<file path="src/rtl/bus_hub_if.sv">
// bus_hub_if: CPU data-port and slave-side signals of the bus hub.
// The "master" modport is the hub's view. The "slave" modport is the
// environment's view: the CPU and the slaves together.
interface bus_hub_if #(
   parameter int N_SLAVE = 8,
   parameter int AW      = 32,
   parameter int DW      = 32
);
   // CPU side
   logic [AW-1:0]               m_addr;
   logic [DW-1:0]               m_wdata;
   logic                        m_rd;
   logic                        m_we;
   logic [DW-1:0]               m_rdata;
   logic                        m_ready;
   logic                        m_err;
   // slave side; s_rdata lane i is bits [i*DW +: DW]
   logic [N_SLAVE-1:0]          s_sel;
   logic [AW-1:0]               s_addr;
   logic [DW-1:0]               s_wdata;
   logic                        s_rd;
   logic                        s_we;
   logic [N_SLAVE-1:0][DW-1:0]  s_rdata;
   logic [N_SLAVE-1:0]          s_ready;

   modport master (
      input  m_addr, m_wdata, m_rd, m_we, s_rdata, s_ready,
      output m_rdata, m_ready, m_err, s_sel, s_addr, s_wdata, s_rd, s_we
   );

   modport slave (
      output m_addr, m_wdata, m_rd, m_we, s_rdata, s_ready,
      input  m_rdata, m_ready, m_err, s_sel, s_addr, s_wdata, s_rd, s_we
   );
endinterface

</file>
<file path="src/rtl/bus_hub.sv">
// bus_hub: decodes CPU accesses onto N memory-mapped slaves.
// It waits on the selected slave's ready and aborts a stuck access after
// TIMEOUT wait cycles. Errors are returned with a captured fault address.

// Per-slave address comparator: slave matches when (addr & mask) == base.
module bus_hub_match #(
   parameter int AW = 32
) (
   input  logic [AW-1:0] addr_i,
   input  logic [AW-1:0] base_i,
   input  logic [AW-1:0] mask_i,
   output logic          hit_o
);
   assign hit_o = ((addr_i & mask_i) == base_i);
endmodule

module bus_hub #(
   parameter int                     N_SLAVE    = 8,
   parameter int                     AW         = 32,
   parameter int                     DW         = 32,
   parameter logic [N_SLAVE*AW-1:0]  SLAVE_BASE = '0,
   parameter logic [N_SLAVE*AW-1:0]  SLAVE_MASK = '0,
   parameter int                     TIMEOUT    = 15
) (
   input  logic           clk,
   input  logic           RSTN,
   bus_hub_if.master      bus,
   output logic [AW-1:0]  err_addr,
   output logic [7:0]     err_cnt
);
   // The wait counter holds completed wait edges. A timeout fires on the
   // edge where it already equals TIMEOUT-1.
   localparam int TO_M1 = (TIMEOUT > 0) ? TIMEOUT - 1 : 0;
   localparam int CW    = (TIMEOUT > 1) ? $clog2(TIMEOUT) : 1;

   typedef enum logic [1:0] {IDLE = 2'd0, ACCESS = 2'd1, RESP = 2'd2} state_t;

   typedef struct packed {
      logic [AW-1:0] addr;
      logic [DW-1:0] wdata;
      logic          rd;
      logic          we;
   } req_t;

   state_t              state_q, state_d;
   logic [N_SLAVE-1:0]  s_sel_q, s_sel_d;
   logic [AW-1:0]       s_addr_q, s_addr_d;
   logic [DW-1:0]       s_wdata_q, s_wdata_d;
   logic                s_rd_q, s_rd_d;
   logic                s_we_q, s_we_d;
   logic [CW-1:0]       cnt_q, cnt_d;
   logic [DW-1:0]       m_rdata_q, m_rdata_d;
   logic                m_ready_q, m_ready_d;
   logic                m_err_q, m_err_d;
   logic [AW-1:0]       err_addr_q, err_addr_d;
   logic [7:0]          err_cnt_q, err_cnt_d;

   req_t                req;
   logic [N_SLAVE-1:0]  hit;
   logic [N_SLAVE-1:0]  hit_1h;
   logic [DW-1:0]       rdata_sel;
   logic                rdy_sel;

   assign req = '{addr: bus.m_addr, wdata: bus.m_wdata, rd: bus.m_rd, we: bus.m_we};

   // One comparator per slave channel.
   for (genvar i = 0; i < N_SLAVE; i++) begin : g_match
      bus_hub_match #(.AW(AW)) u_match (
         .addr_i (req.addr),
         .base_i (SLAVE_BASE[i*AW +: AW]),
         .mask_i (SLAVE_MASK[i*AW +: AW]),
         .hit_o  (hit[i])
      );
   end

   // Keep only the lowest-index hit so overlapping windows resolve by priority.
   assign hit_1h = hit & (~hit + N_SLAVE'(1));

   // Read data and ready of the currently selected slave. s_sel is one-hot or zero.
   always_comb begin
      rdata_sel = '0;
      for (int i = 0; i < N_SLAVE; i++) begin
         if (s_sel_q[i]) rdata_sel = rdata_sel | bus.s_rdata[i];
      end
   end
   assign rdy_sel = |(s_sel_q & bus.s_ready);

   // FSM state register.
   always_ff @(posedge clk or negedge RSTN) begin
      if (!RSTN) state_q <= IDLE;
      else       state_q <= state_d;
   end

   // Next state, strobes, response and error bookkeeping.
   always_comb begin
      state_d    = state_q;
      s_sel_d    = s_sel_q;
      s_addr_d   = s_addr_q;
      s_wdata_d  = s_wdata_q;
      s_rd_d     = s_rd_q;
      s_we_d     = s_we_q;
      cnt_d      = cnt_q;
      m_rdata_d  = m_rdata_q;
      m_ready_d  = 1'b0;
      m_err_d    = m_err_q;
      err_addr_d = err_addr_q;
      err_cnt_d  = err_cnt_q;
      unique case (state_q)
         IDLE: begin
            if (req.rd | req.we) begin
               s_addr_d  = req.addr;
               s_wdata_d = req.wdata;
               if ((|hit_1h) && (req.rd ^ req.we)) begin
                  s_sel_d = hit_1h;
                  s_rd_d  = req.rd;
                  s_we_d  = req.we;
                  cnt_d   = '0;
                  state_d = ACCESS;
               end else begin
                  // Unmapped or illegal rd+we: answer with an error, touch no slave.
                  m_ready_d  = 1'b1;
                  m_err_d    = 1'b1;
                  m_rdata_d  = '0;
                  err_addr_d = req.addr;
                  if (err_cnt_q != 8'hFF) err_cnt_d = err_cnt_q + 8'd1;
                  state_d    = RESP;
               end
            end
         end
         ACCESS: begin
            if (rdy_sel) begin
               m_rdata_d = s_rd_q ? rdata_sel : '0;
               m_err_d   = 1'b0;
               m_ready_d = 1'b1;
               s_sel_d   = '0;
               s_rd_d    = 1'b0;
               s_we_d    = 1'b0;
               state_d   = RESP;
            end else if ((TIMEOUT != 0) && (cnt_q == CW'(TO_M1))) begin
               m_rdata_d  = '0;
               m_err_d    = 1'b1;
               m_ready_d  = 1'b1;
               s_sel_d    = '0;
               s_rd_d     = 1'b0;
               s_we_d     = 1'b0;
               err_addr_d = s_addr_q;
               if (err_cnt_q != 8'hFF) err_cnt_d = err_cnt_q + 8'd1;
               state_d    = RESP;
            end else begin
               cnt_d = cnt_q + CW'(1);
            end
         end
         RESP: begin
            state_d = IDLE;
         end
         default: begin
            state_d = IDLE;
         end
      endcase
   end

   // Datapath and response registers; every output comes straight from a flop.
   always_ff @(posedge clk or negedge RSTN) begin
      if (!RSTN) begin
         s_sel_q    <= '0;
         s_addr_q   <= '0;
         s_wdata_q  <= '0;
         s_rd_q     <= 1'b0;
         s_we_q     <= 1'b0;
         cnt_q      <= '0;
         m_rdata_q  <= '0;
         m_ready_q  <= 1'b0;
         m_err_q    <= 1'b0;
         err_addr_q <= '0;
         err_cnt_q  <= '0;
      end else begin
         s_sel_q    <= s_sel_d;
         s_addr_q   <= s_addr_d;
         s_wdata_q  <= s_wdata_d;
         s_rd_q     <= s_rd_d;
         s_we_q     <= s_we_d;
         cnt_q      <= cnt_d;
         m_rdata_q  <= m_rdata_d;
         m_ready_q  <= m_ready_d;
         m_err_q    <= m_err_d;
         err_addr_q <= err_addr_d;
         err_cnt_q  <= err_cnt_d;
      end
   end

   assign bus.s_sel   = s_sel_q;
   assign bus.s_addr  = s_addr_q;
   assign bus.s_wdata = s_wdata_q;
   assign bus.s_rd    = s_rd_q;
   assign bus.s_we    = s_we_q;
   assign bus.m_rdata = m_rdata_q;
   assign bus.m_ready = m_ready_q;
   assign bus.m_err   = m_err_q;
   assign err_addr    = err_addr_q;
   assign err_cnt     = err_cnt_q;
endmodule

</file>
<file path="src/flat_wrapper.sv">
// flat-port wrapper written by rule: the top's interface ports become plain ports
module bus_hub_flat 
#(
   parameter int                     N_SLAVE    = 8,
   parameter int                     AW         = 32,
   parameter int                     DW         = 32,
   parameter logic [N_SLAVE*AW-1:0]  SLAVE_BASE = '0,
   parameter logic [N_SLAVE*AW-1:0]  SLAVE_MASK = '0,
   parameter int                     TIMEOUT    = 15
)
  (clk, RSTN, err_addr, err_cnt, bus_m_addr, bus_m_wdata, bus_m_rd, bus_m_we, bus_s_rdata, bus_s_ready, bus_m_rdata, bus_m_ready, bus_m_err, bus_s_sel, bus_s_addr, bus_s_wdata, bus_s_rd, bus_s_we);
  bus_hub_if #(.N_SLAVE(N_SLAVE), .AW(AW), .DW(DW)) bus_i ();
  input  logic clk;
  input  logic RSTN;
  output logic [AW-1:0] err_addr;
  output logic [7:0] err_cnt;
  input wire logic [$bits(bus_i.m_addr)-1:0] bus_m_addr;
  input wire logic [$bits(bus_i.m_wdata)-1:0] bus_m_wdata;
  input wire logic [$bits(bus_i.m_rd)-1:0] bus_m_rd;
  input wire logic [$bits(bus_i.m_we)-1:0] bus_m_we;
  input wire logic [$bits(bus_i.s_rdata)-1:0] bus_s_rdata;
  input wire logic [$bits(bus_i.s_ready)-1:0] bus_s_ready;
  output wire logic [$bits(bus_i.m_rdata)-1:0] bus_m_rdata;
  output wire logic [$bits(bus_i.m_ready)-1:0] bus_m_ready;
  output wire logic [$bits(bus_i.m_err)-1:0] bus_m_err;
  output wire logic [$bits(bus_i.s_sel)-1:0] bus_s_sel;
  output wire logic [$bits(bus_i.s_addr)-1:0] bus_s_addr;
  output wire logic [$bits(bus_i.s_wdata)-1:0] bus_s_wdata;
  output wire logic [$bits(bus_i.s_rd)-1:0] bus_s_rd;
  output wire logic [$bits(bus_i.s_we)-1:0] bus_s_we;
  assign bus_i.m_addr = bus_m_addr;
  assign bus_i.m_wdata = bus_m_wdata;
  assign bus_i.m_rd = bus_m_rd;
  assign bus_i.m_we = bus_m_we;
  assign bus_i.s_rdata = bus_s_rdata;
  assign bus_i.s_ready = bus_s_ready;
  assign bus_m_rdata = bus_i.m_rdata;
  assign bus_m_ready = bus_i.m_ready;
  assign bus_m_err = bus_i.m_err;
  assign bus_s_sel = bus_i.s_sel;
  assign bus_s_addr = bus_i.s_addr;
  assign bus_s_wdata = bus_i.s_wdata;
  assign bus_s_rd = bus_i.s_rd;
  assign bus_s_we = bus_i.s_we;
  bus_hub #(.N_SLAVE(N_SLAVE), .AW(AW), .DW(DW), .SLAVE_BASE(SLAVE_BASE), .SLAVE_MASK(SLAVE_MASK), .TIMEOUT(TIMEOUT)) u_core (.clk(clk), .RSTN(RSTN), .bus(bus_i), .err_addr(err_addr), .err_cnt(err_cnt));
endmodule
</file>
<file path="config.mk">
export PLATFORM = sky130hd
export DESIGN_NAME = bus_hub_flat
export DESIGN_NICKNAME = d
export VERILOG_FILES = /design/src/rtl/bus_hub_if.sv /design/src/rtl/bus_hub.sv /design/src/flat_wrapper.sv
export SDC_FILE = /design/constraint.sdc
export NUM_CORES = 1
export LEC_CHECK = 0
export CORE_AREA = 2 2 187 189
export DETAILED_ROUTE_END_ITERATION = 10
export DIE_AREA = 0 0 189 191
export GPL_TIMING_DRIVEN = 0
export SLEW_MARGIN = 5
export SYNTH_ARGS = -nofsm -noshare
export SYNTH_HDL_FRONTEND = slang
export SYNTH_SLANG_ARGS = --single-unit
</file>
<file path="constraint.sdc">
create_clock -name clk -period 1.8 [get_ports clk]
set_input_delay 0.36 -clock clk [delete_from_list [all_inputs] [get_ports clk]]
set_output_delay 0.36 -clock clk [all_outputs]
set_load 0.005 [all_outputs]
</file>
### After elaboration in Yosys (flattened, before gate mapping)

Cells that the tools add are included.

| operators by class | value |
|---|---|
| add/subtract/negate cells | 2 |
| $mul | 0 |
| divide/modulo/power cells | 0 |
| magnitude comparators | 0 |
| eq/ne operators | 10 |
| shift-type cells | 0 |
| muxes and demuxes | 58 |
| bitwise logic cells | 10 |
| reductions and logical operators | 9 |

Operator list:

| operator | number |
|---|---|
| 32-bit two-way mux | 17 |
| 32-bit OR | 7 |
| 32-bit one-hot mux with 2 select lines | 2 |
| 8-bit two-way mux | 9 |
| 8-bit one-hot mux with 2 select lines | 2 |
| 4-bit two-way mux | 4 |
| 1-bit two-way mux | 14 |
| 5-bit AND reduction | 2 |
| 8-bit by 1-bit adder with 8-bit output, second input constant | 1 |
| 8-bit AND | 1 |
| 2-bit two-way mux | 4 |
| 8-bit != test, second input constant | 1 |
| 1-bit one-hot mux with 2 select lines | 4 |
| 4-bit one-hot mux with 2 select lines | 1 |
| 4-bit AND reduction | 2 |
| 8-bit OR reduction | 1 |
| 2-bit by 1-bit != test with 1-bit output, second input constant | 3 |
| 2-bit != test, second input constant | 3 |
| 4-bit by 1-bit adder with 4-bit output, second input constant | 1 |
| 4-bit == test, second input constant | 1 |
| 2-bit one-hot mux with 2 select lines | 1 |
| 2-bit AND reduction | 2 |
| 3-bit by 1-bit != test with 1-bit output, second input constant | 1 |
| 2-bit by 1-bit == test with 1-bit output, second input constant | 1 |
| other kinds (4) | 4 |

| word-level totals | value |
|---|---|
| register bits | 154 |
| bits in latches | 0 |
| RAM bits | 0 |
| ROM bits | 0 |
| output and inout bits | 148 |
| word-level logic and storage cells | 101 |
| memories | 0 |

### Depth between registers and ports, before layout

Gate-level depths: netlist of run 1.

| depth | value |
|---|---|
| depth after elaboration | 18 |
| mapped depth | 8 |

### Cells and area by module

A second synthesis of run 1 with hierarchy kept.

| second synthesis, totals | value |
|---|---|
| cell total of the unflattened synthesis | 1377 |
| area, all modules | 12500.7 µm² |

Modules (own cells, without submodules):

| module | times used | cells each | area each (µm²) |
|---|---|---|---|
| bus_hub | 1 | 697 | 7716.2 |
| bus_hub_match | 8 | 85 | 598.1 |

### Worst setup path before layout of run 1

Ideal clock, no wire load.

| timing | value |
|---|---|
| kind | input to register |
| start point | input port bus_m_we |
| end point | register u_core.err_cnt_q[1], in the netlist u_core.err_cnt[1] |
| library setup time | 0.128 ns |
| data arrival time | 1.774 ns |
| required time | 1.672 ns |
| path slack | -0.101 ns |
| cell stages on the path | 6 |
| path buffers | 0 |
| cell sequence | inv_1 ha_1 or3_4 o32a_4 nor2_1 mux2_1 |

| on the way | value |
|---|---|
| word-level cells in the longest chain between the ends | 3 |
| elaborated cells on any way between the ends | 5 |
| those cells by class | eq/ne: 2; bitwise: 2; reduce/logical: 1 |

Ends and longest elaborated chain:

| what | RTL line | source |
|---|---|---|
| from (decl) | flat_wrapper.sv:20 | `input wire logic [$bits(bus_i.m_we)-1:0] bus_m_we;` |
| 1-bit XOR / 1-bit OR (equally long branches) | bus_hub.sv:113, bus_hub.sv:110 |  |
| 2-bit != test (no source line) / 2-bit by 1-bit != test with 1-bit output (equally long branches) | - |  |
| 5-bit AND reduction (no source line) * | - |  |
| to (signal assigned) | bus_hub.sv:187 | `err_cnt_q <= err_cnt_d;` |
| to (decl) | bus_hub.sv:56 | `logic [7:0] err_cnt_q, err_cnt_d;` |

Every way passes the cells marked *; elsewhere a longest branch is shown, timed or not.
A chain may end at the register's enable or synchronous reset.

### Worst setup path after layout of run 1

| timing | value |
|---|---|
| start point | register u_core.state_q[0] |
| end point | register u_core.err_cnt_q[1], in the netlist u_core.err_cnt[1] |

| on the way | value |
|---|---|
| word-level cells in the longest chain between the ends | 3 |
| elaborated cells on any way between the ends | 9 |
| those cells by class | eq/ne: 5; mux: 1; reduce/logical: 3 |

Ends and longest elaborated chain:

| what | RTL line | source |
|---|---|---|
| from (decl) | bus_hub.sv:45 | `state_t state_q, state_d;` |
| from (signal assigned) | bus_hub.sv:91 | `else state_q <= state_d;` |
| 2-bit by 1-bit == test with 1-bit output / 2-bit zero test (equally long branches) | bus_hub.sv:108 | `unique case (state_q)` |
| 2-bit != test (no source line), or another cell as far along | - |  |
| 5-bit AND reduction (no source line) | - |  |

Parallel ways exist; a longest one is shown, timed or not.

==> flow_summary.json, run 1 <==
{
  "dp_hpwl_mm": 15.2,
  "path_clk_slew_ps": 70,
  "p_comb_frac": 0.453,
  "final_cell_area_um2": 10000,
  "rows": 68,
  "peakVddDrop_mv": 0.784,
  "grt_pass1_vias": 5486,
  "ys_seq_elements": 147,
  "criticalPathCategory": "register to register",
  "p_leak_nw": 4.51,
  "path_delay_family": "simple AND/OR/NAND/NOR gates",
  "power.total_mw": 16.9,
  "hold_viol": 0,
  "rrSetupSlack_ps": 2,
  "p_int_mw": 10.8,
  "cts_root_buf": "clkbuf_16",
  "path_cells": "buf_6 -> or3_4 -> o32a_4 -> nor2_4 -> mux2_4",
  "slew_headroom": 0.604,
  "fin_crit_sh": 0.999,
  "grtUsageTotal": 0.120,
  "synth_cell_types": 35,
  "critPathArrivalTime_ps": 2120,
  "start_util": 0.175,
  "crit_path_max_fanout": 6,
  "viasPerCell": 3.97,
  "syn_area_um2": 5960,
  "wl_per_cell_um": 15.7,
  "fp.dieH_um": 191,
  "rsz0062_at_grt": "yes",
  "dieArea_um2": 36100,
  "ys.warnings.count": 0,
  "wl_mm": 21.5,
  "antenna_found_initial": 1,
  "crit_buf_inv": 1,
  "setup_violations": 0,
  "syn_avg_cell_area_um2": 9.63,
  "final_layout_size_suffix_gt1_frac": 0.120,
  "p_sw_mw": 6.12,
  "power_frac_seq": 0.335,
  "synth_cells": 619,
  "max_freq_mhz": 556,
  "grt_max_degree": 95,
  "powerDensity_nw_per_um2": 1680,
  "port_buffers": 241,
  "cts_max_path_buffers": 2,
  "switching_share": 0.362,
  "crit_required_ps": 2120,
  "final_antenna_net_count": 0,
  "outcome": "complete, no violations",
  "drv_cap": 0,
  "vias": 5452,
  "maxSlewViolCount": 0,
  "synth-edff-count": 0,
  "synthFlopType": "dfrtp_1",
  "htreeDepth": 4,
  "grt.overflow.total": 0,
  "drt-initial-drc-count": 221,
  "final_nets": 1241,
  "clock_skew_ps": 10.1,
  "cts_buffers": 17,
  "core_um2": 34100,
  "drc_errors": 0,
  "slowest_stage": "or3_4",
  "place_area_um2": 9020,
  "clockPowerShare": 0.212,
  "grt_pass1_wl_mm": 33.1,
  "place.gp.congestion": 0.773,
  "worstMarginPinSlew_ps": 594,
  "syn2layout_area_growth_pct": 68.5,
  "cts_sinks": 147,
  "critPathLaunchType": "register",
  "cpPeakStageDelay_ps": 420,
  "cts_tree": "done",
  "synthArstFlopShare": 1.00,
  "dieWidth_um": 189,
  "worstSetupEndpointType": "register",
  "hp-class": "input port to async pin",
  "period_needed_ps": 1800,
  "seq_area_frac_synth": 0.617,
  "insertion_delay_ps": 430,
  "io-pin-count": 480,
  "firstDrtPassIters": 5
}
-- cell usage after synthesis (all sizes together) (2+ instances only) --
cell	instances	area [um^2]
nand2	262	983
dfrtp	147	3680
nor2	37	139
a31oi	33	206
a22o	32	280
clkbuf	26	97.6
buf	19	120
o21ai	10	50.0
nand3	9	45.0
xor2	7	61.3
ha	5	62.6
inv	4	15.0
nor2b	3	18.8
nor4	3	18.8
a21oi	2	10.0
a22oi	2	15.0
and2	2	12.5
nand2b	2	12.5
nor3	2	10.0
or3	2	17.5
-- stage by stage --
stage | util | std cells | hold slack (ps) | worst slack [ps] | TNS [ps]
finish | 0.294 | 1373 | 428 | 1.66 | 0
detailed placement | 0.264 | 1323 | 303 | -1080 | -127380
global route | 0.294 | 1373 | 447 | -72.4 | -881
CTS | 0.291 | 1364 | 394 | -12.1 | -18.9
floorplan | - | 625 | 64.4 | 0.761 | 0
global placement | 0.263 | 1321 | 458 | -6170 | -1067780
-- flip-flops by register name, indices dropped and copies added (netlist names), 2 cells and up --
signal / cells
u_core.bus.m_rdata: 32
u_core.bus.s_addr: 32
u_core.bus.s_wdata: 32
u_core.cnt_q: 4
u_core.err_addr: 32
u_core.err_cnt: 8
u_core.state_q: 2
-- kinds of logic (layout without fill, tap and decap cells) --
logic type,Yosys count,count (layout),synth area share
other cells,1,8,0.000629
xor+xnor,7,7,0.0103
fa+ha+maj,5,5,0.0105
flops,147,147,0.617
compound gates,84,84,0.105
mux,1,1,0.00189
simple gates,325,325,0.216
buf+inv,49,341,0.0390
-- per-layer routing --
| metal | GRT usage | part of all wire |
|---|---|---|
| met3 | 0.0598 | 0.12 |
| met4 | 0.0316 | 0.015 |
| met1 | 0.147 | 0.42 |
| met2 | 0.188 | 0.44 |
| met5 | 0 | 0 |
-- worst paths after layout --
path,depth (start not counted),from,endpoint
setup reg to reg,5,u_core.state_q[0],u_core.err_cnt[1]
max in group asynchronous,3,RSTN,u_core.bus.s_wdata[9]
setup / recovery,5,u_core.state_q[0],u_core.err_cnt[1]
hold / removal,2,RSTN,u_core.err_cnt[3]
hold reg to reg,2,u_core.bus.s_wdata[9],u_core.bus.s_wdata[9]
min in group clk,3,bus_m_we,u_core.bus.s_we
-- power by group through the flow --
stage / clock network [mW] / registers, mW / logic [mW]
6_report: 3.58 / 5.66 / 7.65
3_5_place_dp: 0 / 5.70 / 7.00
2_1_floorplan: 0 / 5.67 / 2.66
3_3_place_gp: 0 / 5.65 / 6.93
4_1_cts: 3.70 / 5.68 / 7.60
5_1_grt: 3.84 / 5.85 / 8.46
-- timing repair --
| action | CTS | global route |
|---|---|---|
| buffers inserted | 8 | 8 |
| gates resized for setup | 69 | 15 |
| endpoints found under the hold margin | 53 | 0 |
| gates cloned | 1 | 0 |
| hold buffers | 1 | 0 |
| pin swaps | 6 | 6 |
| endpoints found under the setup margin | 139 | 93 |
-- area by class of cell --
type,count,area [um^2]
timing repair buffer,261,2640
multi-input combinational,429,2210
tap,455,569
buffer,44,340
antenna,1,2.50
clock inverter,14,145
fill,3557,24100
inverter,4,15.0
sequential,147,3680
clock buffer,18,439
-- layout by cell type, fill, tap and decap left out, drive strengths merged --
cell,instances
a32oi,1
buf,40
nor2,37
bufinv,1
nand4,1
a21oi,2
a31oi,33
and3,1
clkbuf,42
dlymetal6s2s,2
dfrtp,147
nor3,2
nor4b,1
xor2,7
a211oi,1
diode,1
dlygate4sd2,4
clkinv,4
o32a,1
a21o,1
o32ai,1
a22oi,2
clkinvlp,2
nor2b,3
nand3,9
dlygate4sd3,1
inv,11
nand2b,2
a22o,32
mux2,1
nor4,3
o21ai,10
nand2,262
ha,5
or3,2
clkdlybuf4s50,234
and2,2
conb,7
No activity file was read; power rests on OpenSTA's default activity.
==> run 2, diff against run 1 <==
--- a/config.mk
+++ b/config.mk
@@ -8,6 +8,7 @@
 export CORE_AREA = 2 2 187 189
 export DETAILED_ROUTE_END_ITERATION = 10
 export DIE_AREA = 0 0 189 191
+export GPL_ROUTABILITY_DRIVEN = 0
 export GPL_TIMING_DRIVEN = 0
 export SLEW_MARGIN = 5
 export SYNTH_ARGS = -nofsm -noshare
==> results of run 2 <==
The final DEF is identical to that of run 1; final timing and power are the same.
==> run 3, diff against run 2 <==
==> constraint.sdc (replaced) <==
create_clock -name clk -period 1.8 [get_ports clk]
set_input_delay 0.36 -clock clk [delete_from_list [all_inputs] [get_ports clk]]
set_output_delay 0.36 -clock clk [all_outputs]
set_load 0.1 [all_outputs]
==> flow_summary.json, run 3 (same netlist as run 1, synthesis figures left out) <==
{
  "antenna_cells": 0,
  "cts_sinks": 147,
  "viasPerCell": 3.98,
  "multi_input_area_um2": 2220,
  "firstDrtPassIters": 5,
  "grt.overflow.total": 0,
  "grt_pass1_wl_mm": 33.4,
  "fp.dieH_um": 191,
  "final_antenna_net_count": 0,
  "cpPeakStageDelay_ps": 410,
  "start_util": 0.175,
  "rows": 68,
  "final_core_util": 0.296,
  "fillers": 3549,
  "rsz0062_at_grt": "yes",
  "dp_hpwl_mm": 15.4,
  "wl_met1_mm": 9.35,
  "insertion_delay_ps": 420,
  "met2_length_mm": 9.79,
  "wl_met3_mm": 2.24,
  "final_nets": 1232,
  "io-pin-count": 480,
  "grt_pass1_vias": 5628,
  "dieWidth_um": 189,
  "syn2layout_area_growth_pct": 69.3,
  "fin_crit_sh": 0.988,
  "hp-class": "input port to async pin",
  "critPathLaunchType": "register",
  "core_um2": 34100,
  "slew_headroom": 0.512,
  "worstSetupEndpointType": "register",
  "path_clk_slew_ps": 70,
  "clock_skew_ps": 10.7,
  "max_freq_mhz": 563,
  "final_common_cell": "nand2_1",
  "drc_errors": 0,
  "wl_mm": 21.5,
  "dieArea_um2": 36100,
  "period_needed_ps": 1780,
  "htreeDepth": 4,
  "crit_required_ps": 2150,
  "drt-initial-drc-count": 196,
  "layout_common_cells": "nand2_1 (262), dfrtp_1 (137), clkdlybuf4s15_2 (108)",
  "outcome": "complete, no violations",
  "worstMarginPinSlew_ps": 732,
  "final.setup.tns_ps": 0,
  "crit_path_max_fanout": 7,
  "criticalPathCategory": "register to register",
  "setup_violations": 0,
  "grtUsageTotal": 0.122,
  "final_layout_size_suffix_gt1_frac": 0.287,
  "drv_cap": 0,
  "grt_max_degree": 96,
  "highest_layer": "met4",
  "seq_area_um2": 3700,
  "cts_buffers": 17,
  "port_buffers": 241,
  "cts_root_buf": "clkbuf_16",
  "path_cells": "buf_6 -> or3_4 -> o32a_4 -> nor4_2 -> xor2_1",
  "cts_tree": "done",
  "maxSlewViolCount": 0,
  "critPathArrivalTime_ps": 2130,
  "slowest_stage": "or3_4",
  "wl_per_cell_um": 15.8,
  "cts_max_path_buffers": 2,
  "hold_viol": 0,
  "antenna_found_initial": 0,
  "vias": 5425
}
run 3: changes by cell type in the layout (fill, tap and decap cells not counted), moves of 4 or more:
cell	delta
dfrtp_2	+7
clkdlybuf4s15_2	+108
buf_2	+16
clkdlybuf4s50_1	-137
nor2_2	+7
buf_4	-6
dfrtp_1	-10
clkdlybuf4s18_2	+17
nor2_1	-7
buf_8	+4
run 3: final timing paths:
kind	start	end	slack [ps]	depth (start not counted)
min in group clk	bus_m_rd	u_core.bus.s_rd	430	3
hold reg to reg	u_core.bus.s_wdata[24]	u_core.bus.s_wdata[24]	470	2
hold / removal	RSTN	u_core.err_cnt[4]	420	2
setup / recovery	u_core.state_q[0]	u_core.err_cnt[7]	20	5
max in group asynchronous	RSTN	u_core.bus.s_wdata[14]	470	3
setup reg to reg	u_core.state_q[0]	u_core.err_cnt[7]	20	5
run 3: per-layer routing:
layer	vias up	global-route usage
met2	228	0.194
met4	0	0.0300
met5	-	0
met3	11	0.0556
li1	2581	-
met1	2605	0.150
run 3: final cells by class:
class / instances / area share
multi-input combinational: 429 / 0.220
tap: 455 / 0.0564
buffer: 42 / 0.0314
sequential: 147 / 0.367
clock buffer: 18 / 0.0435
clock inverter: 14 / 0.0197
inverter: 4 / 0.00149
timing repair buffer: 254 / 0.261
run 3: worst max-delay path, delay by kind of cell, from the launching register on:
| family | cells | cell delay, ps |
|---|---|---|
| buffers and inverters | 1 | 140 |
| XOR/XNOR | 1 | 160 |
| AO/OA/AOI/OAI | 1 | 260 |
| flip-flops | 1 | 390 |
| AND/OR/NAND/NOR | 2 | 740 |
run 3: stage by stage:
| stage | instances | hold slack (ps) | worst slack [ps] | instance area, um^2 |
|---|---|---|---|---|
| final | 1363 | 415 | 22.4 | 10100 |
| after global routing | 1363 | 432 | -61.6 | 10100 |
| after CTS | 1359 | 391 | -19.9 | 10100 |
| after detailed placement | 1323 | 303 | -1050 | 9040 |
| after global placement | 1321 | 458 | -7260 | 8990 |
| after floorplan | 625 | 64.4 | 0.730 | 6010 |
run 3: timing repair:
action | in CTS | in global routing
setup buffers | 4 | 5
endpoints found under the hold margin | 52 | 0
pin swaps | 4 | 2
gates resized for setup | 499 | 68
gates cloned | 1 | 0
hold buffers | 1 | 0
endpoints found under the setup margin | 279 | 144
Power of run 3 is not shown: default switching activity piles up to over one toggle a cycle in this logic, so the estimate is an artifact.
==> RTL edit: new RTL, config.mk and constraints of run 2 <==
`TIMEOUT` is set to 15 in 2 places; all go to 30.
--- a/src/rtl/bus_hub.sv
+++ b/src/rtl/bus_hub.sv
@@ -20,7 +20,7 @@
    parameter int                     DW         = 32,
    parameter logic [N_SLAVE*AW-1:0]  SLAVE_BASE = '0,
    parameter logic [N_SLAVE*AW-1:0]  SLAVE_MASK = '0,
-   parameter int                     TIMEOUT    = 15
+   parameter int                     TIMEOUT    = 30
 ) (
    input  logic           clk,
    input  logic           RSTN,
--- a/src/flat_wrapper.sv
+++ b/src/flat_wrapper.sv
@@ -6,7 +6,7 @@
    parameter int                     DW         = 32,
    parameter logic [N_SLAVE*AW-1:0]  SLAVE_BASE = '0,
    parameter logic [N_SLAVE*AW-1:0]  SLAVE_MASK = '0,
-   parameter int                     TIMEOUT    = 15
+   parameter int                     TIMEOUT    = 30
 )
   (clk, RSTN, err_addr, err_cnt, bus_m_addr, bus_m_wdata, bus_m_rd, bus_m_we, bus_s_rdata, bus_s_ready, bus_m_rdata, bus_m_ready, bus_m_err, bus_s_sel, bus_s_addr, bus_s_wdata, bus_s_rd, bus_s_we);
   bus_hub_if #(.N_SLAVE(N_SLAVE), .AW(AW), .DW(DW)) bus_i ();
Check against the original RTL: same outputs for any inputs over 4 cycles, from zero or initial values and one cycle with RSTN low; that may be too few to reach the edited logic, so the function may still have changed.
==> RTL edit against run 2 <==
- the flow now finishes with violations (negative setup slack)
- setup slack lost 0.058 ns
- non-clock buffer count shrank 9
- die area is the same
- maximum frequency shrank 3.1%
- wire length shrank 2.6%
- worst hold slack lost 0.057 ns
- cell count shrank 2.5%
- first-iteration DRC count shrank 28%
- synthesized area grew 1.3%
- synthesized cell count shrank 4.7%
- power shrank 2.0%
- sequential cell count grew 1
- design area shrank 1.1%
- largest cell class unchanged
- highest routed layer is now met5
==> RTL edit: results (changes against run 2) <==
stage,metric,value,unit,change
clock_network,root_buffer,clkbuf_16,,unchanged
outcome,outcome,finished with violations,,was finished clean
pwr,p_int,10.9,mW,was 10.8 mW
detailed_routing,dr.pass1.iters,4,,was 5
detailed_routing,routedWlPerCell,15.7,um,about the same
detailed_routing,via_count,5204,,"was 5,452"
detailed_routing,drt_iter0_markers,159,,was 221
worst_setup_path,cp_slowest_cell,dfrtp_1,,was or3_4
yosys,synth_area_leaders,"dfrtp_1, nand2_1, mux2i_1",,"was dfrtp_1, nand2_1, a22o_1"
timing,hold_ws,0.370,ns,was 0.428 ns
clock_network,clock_latency,0.44,ns,
timing,relSlewSlack,60.0,%,was 60.4%
timing,finalSetupViolCount,4,,was 0
timing,slew_viol_final,0,,unchanged
yosys,synth_top_area_share,61.3,%,was 61.7%
placement,io_buffers,241,,unchanged
global_route,antenna_found_initial,1,,unchanged
worst_setup_path,reg2reg_depth,6,,was 5
clock_network,htree_levels,4,,unchanged
worst_setup_path,crit_path_max_fanout,6,,unchanged
yosys,ys_top_cells_by_count,"nand2_1, dfrtp_1, o21ai_0",,"was nand2_1, dfrtp_1, nor2_1"
yosys,synth-seq-area-share,61.3,%,was 61.7%
hold_path,hp-class,in -> reg,,was in -> async
worst_setup_path,regToRegStartpoint,u_core.state_q[1],,was u_core.state_q[0]
layout,layout.nets,1207,,"was 1,241"
placement,placed_area,9090,um^2,was 9020 um^2
yosys,synth.distinct_cells,39,,was 35
global_route,grt_pass1_vias,5458,,"was 5,486"
pwr,ir_worst_vdd,751,uV,was 784 uV
timing,clock_skew,0.0113,ns,was 0.0101 ns
outcome,failed_checks,negative setup slack,,
worst_setup_path,crit_arrival,2.17,ns,was 2.12 ns
worst_setup_path,endpoint,u_core.err_cnt[1],,unchanged
layout,antenna_cells,0,,was 1
global_route,grt_pass1_wl,32.0,mm,was 33.1 mm
layout,layout-drive-gt1-share,11.6,%,was 12.0%
timing,setup_slack,-0.0564,ns,was 0.00166 ns
placement,dp_hpwl,15.1,mm,was 15.2 mm
global_route,grt_max_degree,86,,was 95
pwr,p_leak,4.57,nW,was 4.51 nW
layout,n_fill_cell,3533,,"was 3,557"
global_route,grt.total_usage,11.7,%,was 12.0%
## RTL edit: kinds of logic after synthesis
| logic type | after synthesis | synth area share [%] |
|---|---|---|
| AO/OA/AOI/OAI | 84 | 9.49 |
| XOR/XNOR | 6 | 0.870 |
| adder cells (fa/ha/maj) | 5 | 1.04 |
| buffers and inverters | 47 | 3.75 |
| flip-flops | 148 | 61.3 |
| multiplexers | 33 | 5.49 |
| other | 1 | 0.0621 |
| AND/OR/NAND/NOR | 266 | 18.0 |
## RTL edit: what timing repair did
| action | CTS | global route |
|---|---|---|
| cloned | 1 | 0 |
| endpoints found under the hold margin | 63 | 0 |
| setup endpoints to repair | 142 | 131 |
| pin swaps | 4 | 2 |
| buffers inserted | 8 | 4 |
| hold buffers | 1 | 0 |
| resized for setup | 47 | 41 |
## RTL edit: critical path: cells and delay by family, from the launching register on
family	cells	cell delay (ns)
AND/OR/NAND/NOR	2	0.28
buffers and inverters	2	0.33
AO/OA/AOI/OAI	1	0.39
multiplexers	1	0.31
flip-flops	1	0.43
## RTL edit: layer usage
metal | share of wire [%] | wire length, um | GRT usage (%) | vias to the layer above
li1 | - | - | - | 2505
met1 | 44 | 9170 | 14.4 | 2495
met2 | 46 | 9530 | 18.4 | 190
met3 | 9.7 | 2040 | 5.69 | 12
met4 | 0.91 | 191 | 3.03 | 2
met5 | 0.053 | 11 | 0 | -
## RTL edit: power by group through the flow
stage	Sequential, mW	Combinational (mW)	Clock, mW
3_5_place_dp	5.69	6.97	0
2_1_floorplan	5.69	2.58	0
4_1_cts	5.66	7.21	3.92
6_report	5.65	7.13	3.77
5_1_grt	5.84	7.91	4.04
3_3_place_gp	5.65	6.90	0
## RTL edit: final cells by class
type                    count  area (um^2)  area share, %
plain buffers              40          292           2.94
inverters                   6         22.5          0.227
repair buffers            256         2550           25.7
flip-flops and latches    148         3700           37.3
well taps                 455          569           5.73
multi-input cells         401         2180           21.9
clock inverters            10          148           1.49
clock buffers              22          464           4.67
## RTL edit: metrics by stage
stage                     power, mW  setup WS (ns)  setup TNS (ns)  instances  util, %
after global routing           17.8         -0.127           -1.82       1338     29.1
final                          16.6        -0.0564          -0.116       1338     29.1
after CTS                      16.8        -0.0742          -0.553       1334     28.9
after global placement         12.6          -6.07        -1011.16       1292     26.5
after floorplan                8.28        0.00449               0        596        -
after detailed placement       12.7          -1.18         -123.71       1293     26.6
